### config.mk
export PLATFORM = sky130hd
export DESIGN_NAME = data_bus_arbiter
export DESIGN_NICKNAME = d
export VERILOG_FILES = /design/src/rtl/data_bus_arbiter.sv
export SDC_FILE = /design/constraint.sdc
export NUM_CORES = 1
export LEC_CHECK = 0
export BUFFER_PORTS_ARGS = -buffer_cell sky130_fd_sc_hd__buf_4
export CORE_MARGIN = 4
export CORE_UTILIZATION = 40
export DETAILED_ROUTE_END_ITERATION = 6
export SYNTH_ARGS = -nofsm -noshare
export SYNTH_HDL_FRONTEND = slang
export SYNTH_SLANG_ARGS = --single-unit
### constraint.sdc
create_clock -name clk -period 5 [get_ports clk]
set_input_delay 0.5 -clock clk [delete_from_list [all_inputs] [get_ports clk]]
set_output_delay 0.5 -clock clk [all_outputs]
set_load 0.02 [all_outputs]
### src/rtl/data_bus_arbiter.sv
// data_bus_arbiter: one-owner-at-a-time data bus grants with priority/round-robin arbitration, turnaround cycle and hold timeout.
module data_bus_arbiter #(
  parameter int NUM_REQ = 4,
  parameter int ID_WIDTH = 2,
  parameter int PRIORITY_REQ = 0,
  parameter int MAX_HOLD = 8,
  parameter int CNT_WIDTH = 4
) (
  input  logic                 clk,
  input  logic                 reset,
  input  logic [NUM_REQ-1:0]   req,
  input  logic [NUM_REQ-1:0]   release_req,
  output logic [NUM_REQ-1:0]   grant,
  output logic                 grant_valid,
  output logic [ID_WIDTH-1:0]  grant_id,
  output logic [CNT_WIDTH-1:0] hold_count,
  output logic                 timeout,
  output logic [1:0]           state_output
);
  typedef enum logic [1:0] {IDLE = 2'd0, GRANT = 2'd1, TURN = 2'd2} state_t;
  localparam logic [NUM_REQ-1:0] PRI_MASK = NUM_REQ'(1) << PRIORITY_REQ;
  state_t state;
  logic [ID_WIDTH-1:0] last_owner, win;
  logic skip, own_req, own_rel, at_max;
  assign state_output = state;
  assign own_req = |(req & grant);
  assign own_rel = |(release_req & grant);
  assign at_max = hold_count == CNT_WIDTH'(MAX_HOLD);
  // Descending scan so the nearest requester after last_owner is assigned last and wins.
  always_comb begin
    skip = last_owner == ID_WIDTH'(PRIORITY_REQ) && |(req & ~PRI_MASK);
    win = ID_WIDTH'(PRIORITY_REQ);
    if (!req[PRIORITY_REQ] || skip) begin
      win = '0;
      for (int k = NUM_REQ; k >= 1; k--)
        if ((req & (NUM_REQ'(1) << ((int'(last_owner) + k) % NUM_REQ))) != '0)
          win = ID_WIDTH'((int'(last_owner) + k) % NUM_REQ);
    end
  end
  always_ff @(posedge clk or posedge reset) begin
    if (reset) begin
      state       <= IDLE;
      grant       <= '0;
      grant_valid <= 1'b0;
      grant_id    <= '0;
      hold_count  <= '0;
      timeout     <= 1'b0;
      last_owner  <= ID_WIDTH'(NUM_REQ - 1);
    end else begin
      case (state)
        IDLE, TURN: begin
          timeout <= 1'b0;
          if (|req) begin
            state       <= GRANT;
            grant       <= NUM_REQ'(1) << win;
            grant_valid <= 1'b1;
            grant_id    <= win;
            hold_count  <= CNT_WIDTH'(1);
            last_owner  <= win;
          end else begin
            state <= IDLE;
          end
        end
        GRANT: begin
          if (own_rel || !own_req || at_max) begin
            state       <= TURN;
            grant       <= '0;
            grant_valid <= 1'b0;
            grant_id    <= '0;
            hold_count  <= '0;
            timeout     <= !own_rel && own_req;
          end else begin
            hold_count <= hold_count + CNT_WIDTH'(1);
          end
        end
        default: begin
          state       <= IDLE;
          grant       <= '0;
          grant_valid <= 1'b0;
          grant_id    <= '0;
          hold_count  <= '0;
          timeout     <= 1'b0;
        end
      endcase
    end
  end
endmodule

==> flow_metrics.tcl, run 1 <==
set metrics [dict create \
    outcome "finished, final reports clean" \
    vias 843 \
    peakVddDrop_mv 0.383 \
    core_sq_mm 0.00223 \
    max_cap_violations 0 \
    worstPathCellList "inv_1 > ha_1 > a22o_1 > a221oi_2 > o21ai_2 > o31a_1 > a22o_1" \
    cts-buffers-inserted 3 \
    grt_max_degree 17 \
    routed_via_density 5.70 \
    tightest_slew_ns 0.674 \
    drive_above_1_share_pct 27.5 \
    grt_pass1_vias 828 \
    synth_edf_count 0 \
    synthArstFlopShare_pct 100 \
    grt-ovfl-total 0 \
    fin_ws_ns 2.79 \
    yosys-top-cells-area "dfrtp_1 37%, ha_1 7.9%, a22o_1 6.5%, dfstp_2 5.5%, a22oi_1 4.8%" \
    cts.sink_count 16 \
    track_usage_pct 15.2 \
    clock-skew-final_ns 0.00605 \
    ys_types 36 \
    grt_pass1_wl_um 3820 \
    path_class "flop to flop" \
    slew_viol_final 0 \
    pre_cts_ws_ns 2.83 \
    cp-end-kind "flop" \
    finalSetupTns_ns 0 \
    dp_hpwl_um 1750 \
    finalCriticalPeriod_ns 2.21 \
    synthCells 94 \
    startpoint_type "flop" \
    drcViolationCount 0 \
    ys.flop_type "dfrtp_1" \
    synth_top_cell_by_area "dfrtp_1" \
    critPathBufInv 1 \
    fp.dieArea_sq_mm 0.00321 \
    rows 17 \
    drtPass1Iterations 4 \
    required_ns 5.18 \
    yosysTopAreaCellShare_pct 37.0 \
    avgSynthCellArea_sq_um 10.1 \
    final_hold_viol_count 0 \
    die_x_um 56.7 \
    drtIter0Drc 24 \
    powerDensity_mw_per_mm2 592 \
    finalCritPeriodShare_pct 44.2 \
    ant_nets 0 \
    start_util_pct 42.4 \
    cts_hold_buf 0 \
    cpMostUsedCell "a22o_1" \
    cts_resized 0 \
    yosysWarningCount 0 \
    relSlewSlack_pct 54.6 \
    setup_viol 0 \
    finalWirelength_um 2260 \
    rsz0062_at_grt "no" \
    areaGrowthSynthToFinish_pct 24.2 \
    slowest_delay_ns 0.57 \
    hold_path.class "primary input to async pin" \
    num_antenna_cells 0 \
    cp_slowest_cell "dfstp_2" \
    port_buffers 23 \
    fp.dieH_um 56.7 \
    yosysSeqAreaShare_pct 42.5 \
    ys_ff_latch 16 \
    routedWlPerCell_um 15.3 \
    post_cts_buffers 0 \
    cts.path.max_buffers 2 \
    num_io_pins 24 \
    gp_congestion 0.917 \
    clock_latency_ns 0.30 \
    reg2reg_slack_ns 2.79 \
    fmax_ghz 0.452 \
    critical_path_arrival_ns 2.40 \
    syn_nets 110 \
    nets 137 \
    synth_area_sq_um 947 \
    cp_top_family "compound AO/OA/AOI/OAI gates" \
    clkTransAtPathRegs_ns 0.09 \
    clockRootBuffer "clkbuf_4" \
    grt_antenna_before_repair 0 \
    critPathMaxFanout 5 \
    cts_tree "done" \
    leakage_nw 0.574 \
    cts_max_level 1 \
]
## cell type report
class | count | area [sq um]
Multi-Input combinational cell | 72 | 520
Sequential cell | 16 | 403
Tap cell | 28 | 35.0
Clock buffer | 4 | 26.3
Timing Repair Buffer | 23 | 173
Inverter | 5 | 18.8
Fill cell | 201 | 1060
## cells in the mapped netlist (all sizes together), types with 3 or more instances
| master | instances |
|---|---|
| dfrtp | 14 |
| a22oi | 6 |
| ha | 6 |
| nand2 | 7 |
| a21o | 4 |
| nor2 | 7 |
| inv | 5 |
| o21ai | 5 |
| a22o | 7 |
| nand2b | 3 |
## registers in the layout, indices dropped and copies added (netlist names)
signal        count
timeout           1
grant_valid       1
grant_id          2
hold_count        4
state_output      2
last_owner        2
grant             4
## worst reg2reg max path, stage by stage (launching register included)
cell	delay, ns
dfstp_2	0.57
inv_1	0.09
ha_1	0.26
a22o_1	0.24
a221oi_2	0.34
o21ai_2	0.12
o31a_1	0.30
a22o_1	0.20
## per-layer routing
layer  share of wire, %  global-route usage (%)  vias to the layer above
met3                4.9                    4.60                        4
li1                   -                       -                      406
met4                1.5                    8.14                        0
met2                 45                    21.9                       20
met1                 49                    20.3                      413
met5                  0                       0                        -
## cells in the final DEF (no fill, tap or decap), types with 2 or more instances in the layout
cell type,Yosys,routed
buf_4,0,23
dfrtp_1,14,14
nand2_1,7,7
nor2_1,7,7
a22o_1,7,7
a22oi_1,6,6
ha_1,6,6
inv_1,5,5
a21o_1,4,4
nand2b_1,3,3
o21ai_0,3,3
clkbuf_4,0,3
a21oi_1,2,2
o211ai_1,2,2
and3_1,2,2
nand3_1,2,2
o2bb2ai_1,2,2
dfstp_2,2,2
## power by group
part | leakage [nW] | internal [mW] | switching (mW)
registers | 0.204 | 0.178 | 0.0479
clock network | 0.0150 | 0.0311 | 0.0422
logic | 0.356 | 0.175 | 0.223
total | 0.574 | 0.384 | 0.313
## path summary, 6_finish.rpt
path / from / end / depth (start not counted)
max: last_owner[0]$_DFFE_PP1P_ / grant_id[1]$_DFFE_PP0P_ / 7
min: reset / hold_count[0]$_DFFE_PP0P_ / 2
max reg2reg: last_owner[0]$_DFFE_PP1P_ / grant_id[1]$_DFFE_PP0P_ / 7
min reg2reg: grant_id[0]$_DFFE_PP0P_ / grant_id[0]$_DFFE_PP0P_ / 1
max in group asynchronous: reset / grant[0]$_DFFE_PP0P_ / 2
min in group clk: grant_id[0]$_DFFE_PP0P_ / grant_id[0]$_DFFE_PP0P_ / 1
## stage by stage
stage                     instances  hold WS [ns]  instance area (sq um)  util [%]  total power [mW]
after floorplan                  94         0.412                    947         -             0.503
after CTS                       148         0.279                   1180      52.7             0.696
final                           148         0.262                   1180      52.7             0.697
after detailed placement        144         0.471                   1150      51.5             0.622
after global routing            148         0.310                   1180      52.7             0.750
after global placement          144         0.468                   1150      51.5             0.618
## kinds of logic after synthesis
| logic type | after synthesis | synth area share, % |
|---|---|---|
| AO/OA/AOI/OAI | 37 | 30.9 |
| adder cells (fa/ha/maj) | 6 | 7.93 |
| buffers and inverters | 6 | 2.51 |
| flip-flops | 16 | 42.5 |
| AND/OR/NAND/NOR | 29 | 16.1 |
Note: power is estimated with default switching activity, not from simulation.
==> run 2, diff against run 1 <==
==> constraint.sdc (replaced) <==
create_clock -name clk -period 2.23 [get_ports clk]
set_input_delay 0.223 -clock clk [delete_from_list [all_inputs] [get_ports clk]]
set_output_delay 0.223 -clock clk [all_outputs]
set_load 0.02 [all_outputs]
==> flow_metrics.tcl, run 2 (same netlist as run 1, synthesis figures left out) <==
set metrics [dict create \
    outcome "finished, final reports clean" \
    startpoint_type "flop" \
    max_cap_violations 0 \
    worstPathCellList "inv_1 > ha_2 > a22o_1 > a221oi_4 > o21ai_2 > o31a_1 > a22o_1" \
    rows 17 \
    post-route-util_pct 54.9 \
    relSlewSlack_pct 59.0 \
    gp_congestion 0.888 \
    fin_ws_ns 0.0543 \
    final_hold_viol_count 0 \
    stdcell_count 150 \
    slew_viol_final 0 \
    cp-startpoint "last_owner[0]$_DFFE_PP1P_" \
    grt_antenna_before_repair 0 \
    grt-busiest-layer "met2" \
    hold_slack_ns 0.0121 \
    post_cts_buffers 0 \
    p_comb_share_pct 59.8 \
    fp.dieArea_sq_mm 0.00321 \
    vias 878 \
    regToRegStartpoint "last_owner[0]$_DFFE_PP1P_" \
    clkPwrFrac_pct 9.6 \
    clockRootBuffer "clkbuf_4" \
    drcViolationCount 0 \
    grt-ovfl-total 0 \
    cts_tree "done" \
    slowest_delay_ns 0.58 \
    clock-skew-final_ns 0.00818 \
    final_common_cell "buf_4" \
    critical_path_arrival_ns 2.35 \
    finalWirelength_um 2500 \
    nets 139 \
    drtPass1Iterations 4 \
    met1_usage_pct 22.6 \
    dp_hpwl_um 1880 \
    tightest_slew_ns 0.614 \
    drtIter0Drc 35 \
    swShare_pct 44.9 \
    peakVddDrop_mv 0.668 \
    cts.path.max_buffers 2 \
    cp-end-kind "flop" \
    fill_cells 198 \
    globalRouteMet3Util_pct 3.22 \
    port_buffers 23 \
    seqPwrFrac_pct 30.6 \
    p_int_mw 0.909 \
    cts-buffers-inserted 3 \
    switching_power_mw 0.741 \
    powerDensity_mw_per_mm2 1350 \
    leakage_nw 0.582 \
    num_io_pins 24 \
    fp.dieH_um 56.7 \
    dp_cells 146 \
    path_class "flop to flop" \
    track_usage_pct 15.5 \
    critPathMaxFanout 5 \
    pre_cts_ws_ns 0.0567 \
    routedWlPerCell_um 16.6 \
    cpMostUsedCell "a22o_1" \
    fmax_ghz 0.460 \
    setup_viol 0 \
    grt_pass1_vias 841 \
    areaGrowthSynthToFinish_pct 29.5 \
    cts_hold_buf 0 \
    grt_max_degree 17 \
    cp_slowest_cell "dfstp_2" \
    start_util_pct 42.4 \
    grt_pass1_wl_um 3970 \
    finalCriticalPeriod_ns 2.18 \
    routed_via_density 5.85 \
    ant_nets 0 \
    clock_latency_ns 0.28 \
    cts.sink_count 16 \
    top_regs "grant (4), hold_count (4)" \
    num_antenna_cells 0 \
    grtUsageMet2_pct 22.9 \
    clkTransAtPathRegs_ns 0.10 \
    p_total_mw 1.65 \
    cts_max_level 1 \
    core_sq_mm 0.00223 \
    drive_above_1_share_pct 33.6 \
    die_x_um 56.7 \
    finalCritPeriodShare_pct 97.6 \
    layout_common_cells "25 x buf_4, 14 x dfrtp_1, 7 x nand2_1, 7 x nor2_1, 7 x a22o_1" \
    required_ns 2.40 \
    hold_path.class "primary input to async pin" \
]
run 2: what timing repair did:
action,CTS,global route
resized for setup,0,7
setup endpoints to repair,0,7
hold endpoints to repair,0,0
run 2: layer usage:
layer | share of wire (%) | up-vias
met5 | 0 | -
met4 | 0.52 | 0
met3 | 6.1 | 2
met2 | 46 | 41
met1 | 47 | 421
li1 | - | 414
run 2: critical path: cells and delay by family (launching register included):
kind	cells	cell delay (ns)
buffers and inverters	1	0.10
flip-flops	1	0.58
adder cells (fa/ha/maj)	1	0.23
AO/OA/AOI/OAI	5	1.15
run 2: power groups by stage:
stage                     logic, mW  registers, mW  clock network, mW
after floorplan               0.556          0.573                  0
after global placement        0.902          0.506                  0
after detailed placement      0.913          0.508                  0
after CTS                     0.919          0.503              0.165
after global routing           1.08          0.520              0.174
final                         0.987          0.505              0.158
run 2: per-stage QoR:
stage,TNS (ns),instance area [sq um]
finish,0,1230
global route,-0.376,1230
CTS,0,1190
detailed placement,0,1160
global placement,0,1160
floorplan,0,947
run 2: area by class of cell:
type | count | area (sq um) | area share (%)
multi-input cells | 72 | 556 | 45.3
repair buffers | 25 | 188 | 15.3
clock buffers | 4 | 26.3 | 2.14
inverters | 5 | 18.8 | 1.53
flip-flops and latches | 16 | 403 | 32.9
well taps | 28 | 35.0 | 2.86
run 2: final timing paths:
path / end / slack (ns) / depth (start not counted)
max: grant_id[1]$_DFFE_PP0P_ / 0.05 / 7
min: hold_count[0]$_DFFE_PP0P_ / 0.01 / 2
max reg2reg: grant_id[1]$_DFFE_PP0P_ / 0.05 / 7
min reg2reg: grant_id[0]$_DFFE_PP0P_ / 0.49 / 1
max in group asynchronous: grant[0]$_DFFE_PP0P_ / 1.82 / 2
min in group clk: timeout$_DFFE_PP0N_ / 0.24 / 4
==> run 3, diff against run 2 <==
--- a/config.mk
+++ b/config.mk
@@ -6,6 +6,7 @@
 export NUM_CORES = 1
 export LEC_CHECK = 0
 export BUFFER_PORTS_ARGS = -buffer_cell sky130_fd_sc_hd__buf_4
+export CORE_ASPECT_RATIO = 0.8
 export CORE_MARGIN = 4
 export CORE_UTILIZATION = 40
 export DETAILED_ROUTE_END_ITERATION = 6
==> flow_metrics.tcl, run 3 (same netlist as run 1, synthesis figures left out) <==
set metrics [dict create \
    fin_ws_ns -0.00985 \
    top_regs "grant (4), hold_count (4)" \
    routedWlPerCell_um 16.7 \
    path_class "flop to flop" \
    grt_pass1_wl_um 3920 \
    fmax_ghz 0.446 \
    routed_via_density 5.92 \
    critical_path_arrival_ns 2.42 \
    hold_slack_ns 0.00226 \
    r2r_end "grant[3]$_DFFE_PP0P_" \
    leakage_nw 0.603 \
    grt_antenna_before_repair 0 \
    cpMostUsedCell "a22o_1" \
    finalWirelength_um 2510 \
    gp_congestion 0.727 \
    slew_viol_final 0 \
    clock_latency_ns 0.29 \
    cp_top_family "compound AO/OA/AOI/OAI gates" \
    regToRegStartpoint "last_owner[1]$_DFFE_PP1P_" \
    ant_nets 0 \
    peakVddDrop_mv 0.984 \
    drtPass1Iterations 4 \
    drtIter0Drc 52 \
    required_ns 2.41 \
    final_common_cell "buf_4" \
    outcome "complete, but fails checks" \
    fp.dieArea_sq_mm 0.00322 \
    dp_hpwl_um 1890 \
    powerDensity_mw_per_mm2 1380 \
    layout_common_cells "28 x buf_4, 14 x dfrtp_1, 7 x nand2_1, 7 x nor2_1, 7 x a22o_1" \
    track_usage_pct 15.5 \
    cp-end-kind "flop" \
    post-route-util_pct 57.2 \
    worstPathCellList "inv_1 > ha_2 > a22o_1 > o211ai_1 > and3_4 > nor3_2 > buf_4 > a22o_1" \
    cts.sink_count 16 \
    cp_slowest_cell "dfstp_2" \
    final_hold_viol_count 0 \
    drcViolationCount 0 \
    startpoint_type "flop" \
    max_cap_violations 0 \
    fp.dieH_um 51.5 \
    clock-skew-final_ns 0.00481 \
    start_util_pct 43.1 \
    cts-buffers-inserted 3 \
    finalCriticalPeriod_ns 2.24 \
    relSlewSlack_pct 59.0 \
    rows 15 \
    critPathBufInv 2 \
    clkTransAtPathRegs_ns 0.10 \
    hold_path.class "primary input to async pin" \
    port_buffers 23 \
    grt_pass1_vias 798 \
    die_x_um 62.4 \
    areaGrowthSynthToFinish_pct 32.5 \
    cts_hold_buf 0 \
    slowest_delay_ns 0.60 \
    finalCritPeriodShare_pct 100 \
    num_antenna_cells 0 \
    nets 142 \
    num_io_pins 24 \
    setup_viol 2 \
    grt-ovfl-total 0 \
    violations "setup timing" \
    core_sq_mm 0.00220 \
    cts.path.max_buffers 2 \
    rr_worst_depth 8 \
    drive_above_1_share_pct 36.0 \
    tightest_slew_ns 0.614 \
    clockRootBuffer "clkbuf_4" \
    cts_max_level 1 \
    critPathMaxFanout 6 \
    grt_max_degree 17 \
    cts_tree "done" \
    vias 888 \
    reg2reg_slack_ns -0.01 \
]
==> run 3: cell types whose count changed in the layout (fill, tap and decap cells not counted), sizes merged <==
cell,delta
buf,+3
==> run 3: area by class of cell <==
type | instances | area [sq um]
sequential | 16 | 403
timing repair buffer | 28 | 210
tap | 25 | 31.3
fill | 203 | 941
multi-input combinational | 72 | 556
inverter | 5 | 18.8
clock buffer | 4 | 36.3
==> run 3: layer usage <==
layer	track usage, %	wire length [um]	vias up
li1	-	-	420
met1	22.9	1220	426
met2	22.1	1090	40
met3	5.40	197	2
met4	2.12	8	0
met5	0	0	-
==> run 3: worst max path at each step <==
stage / start / endpoint / slack (ns) / depth (start not counted)
after floorplan: last_owner[0]$_DFFE_PP1P_ / grant[3]$_DFFE_PP0P_ / 0.24 / 7
final: last_owner[1]$_DFFE_PP1P_ / grant[3]$_DFFE_PP0P_ / -0.01 / 8
after global routing: last_owner[1]$_DFFE_PP1P_ / grant[1]$_DFFE_PP0P_ / -0.06 / 8
after global placement: last_owner[0]$_DFFE_PP1P_ / grant[3]$_DFFE_PP0P_ / 0.10 / 8
after detailed placement: last_owner[1]$_DFFE_PP1P_ / grant[3]$_DFFE_PP0P_ / 0.06 / 7
after CTS: last_owner[1]$_DFFE_PP1P_ / grant[3]$_DFFE_PP0P_ / 0.03 / 7
==> run 3: metrics by stage <==
stage	power, mW	area (sq um)	instances	setup WS [ns]	setup TNS, ns
after global placement	1.41	1170	144	0.102	0
after global routing	1.86	1250	150	-0.0555	-0.122
after detailed placement	1.43	1170	144	0.0623	0
after floorplan	1.13	947	94	0.242	0
after CTS	1.62	1200	148	0.0349	0
final	1.74	1250	150	-0.00985	-0.0105
==> run 3: what timing repair did <==
item	4_1_cts	5_1_grt
setup endpoints to repair	0	7
resized for setup	0	7
buffers inserted	0	2
==> run 3: where the power goes <==
group | internal [mW] | switching, mW | total (mW)
registers | 0.398 | 0.100 | 0.498
clock network | 0.0994 | 0.0933 | 0.193
logic | 0.477 | 0.569 | 1.05
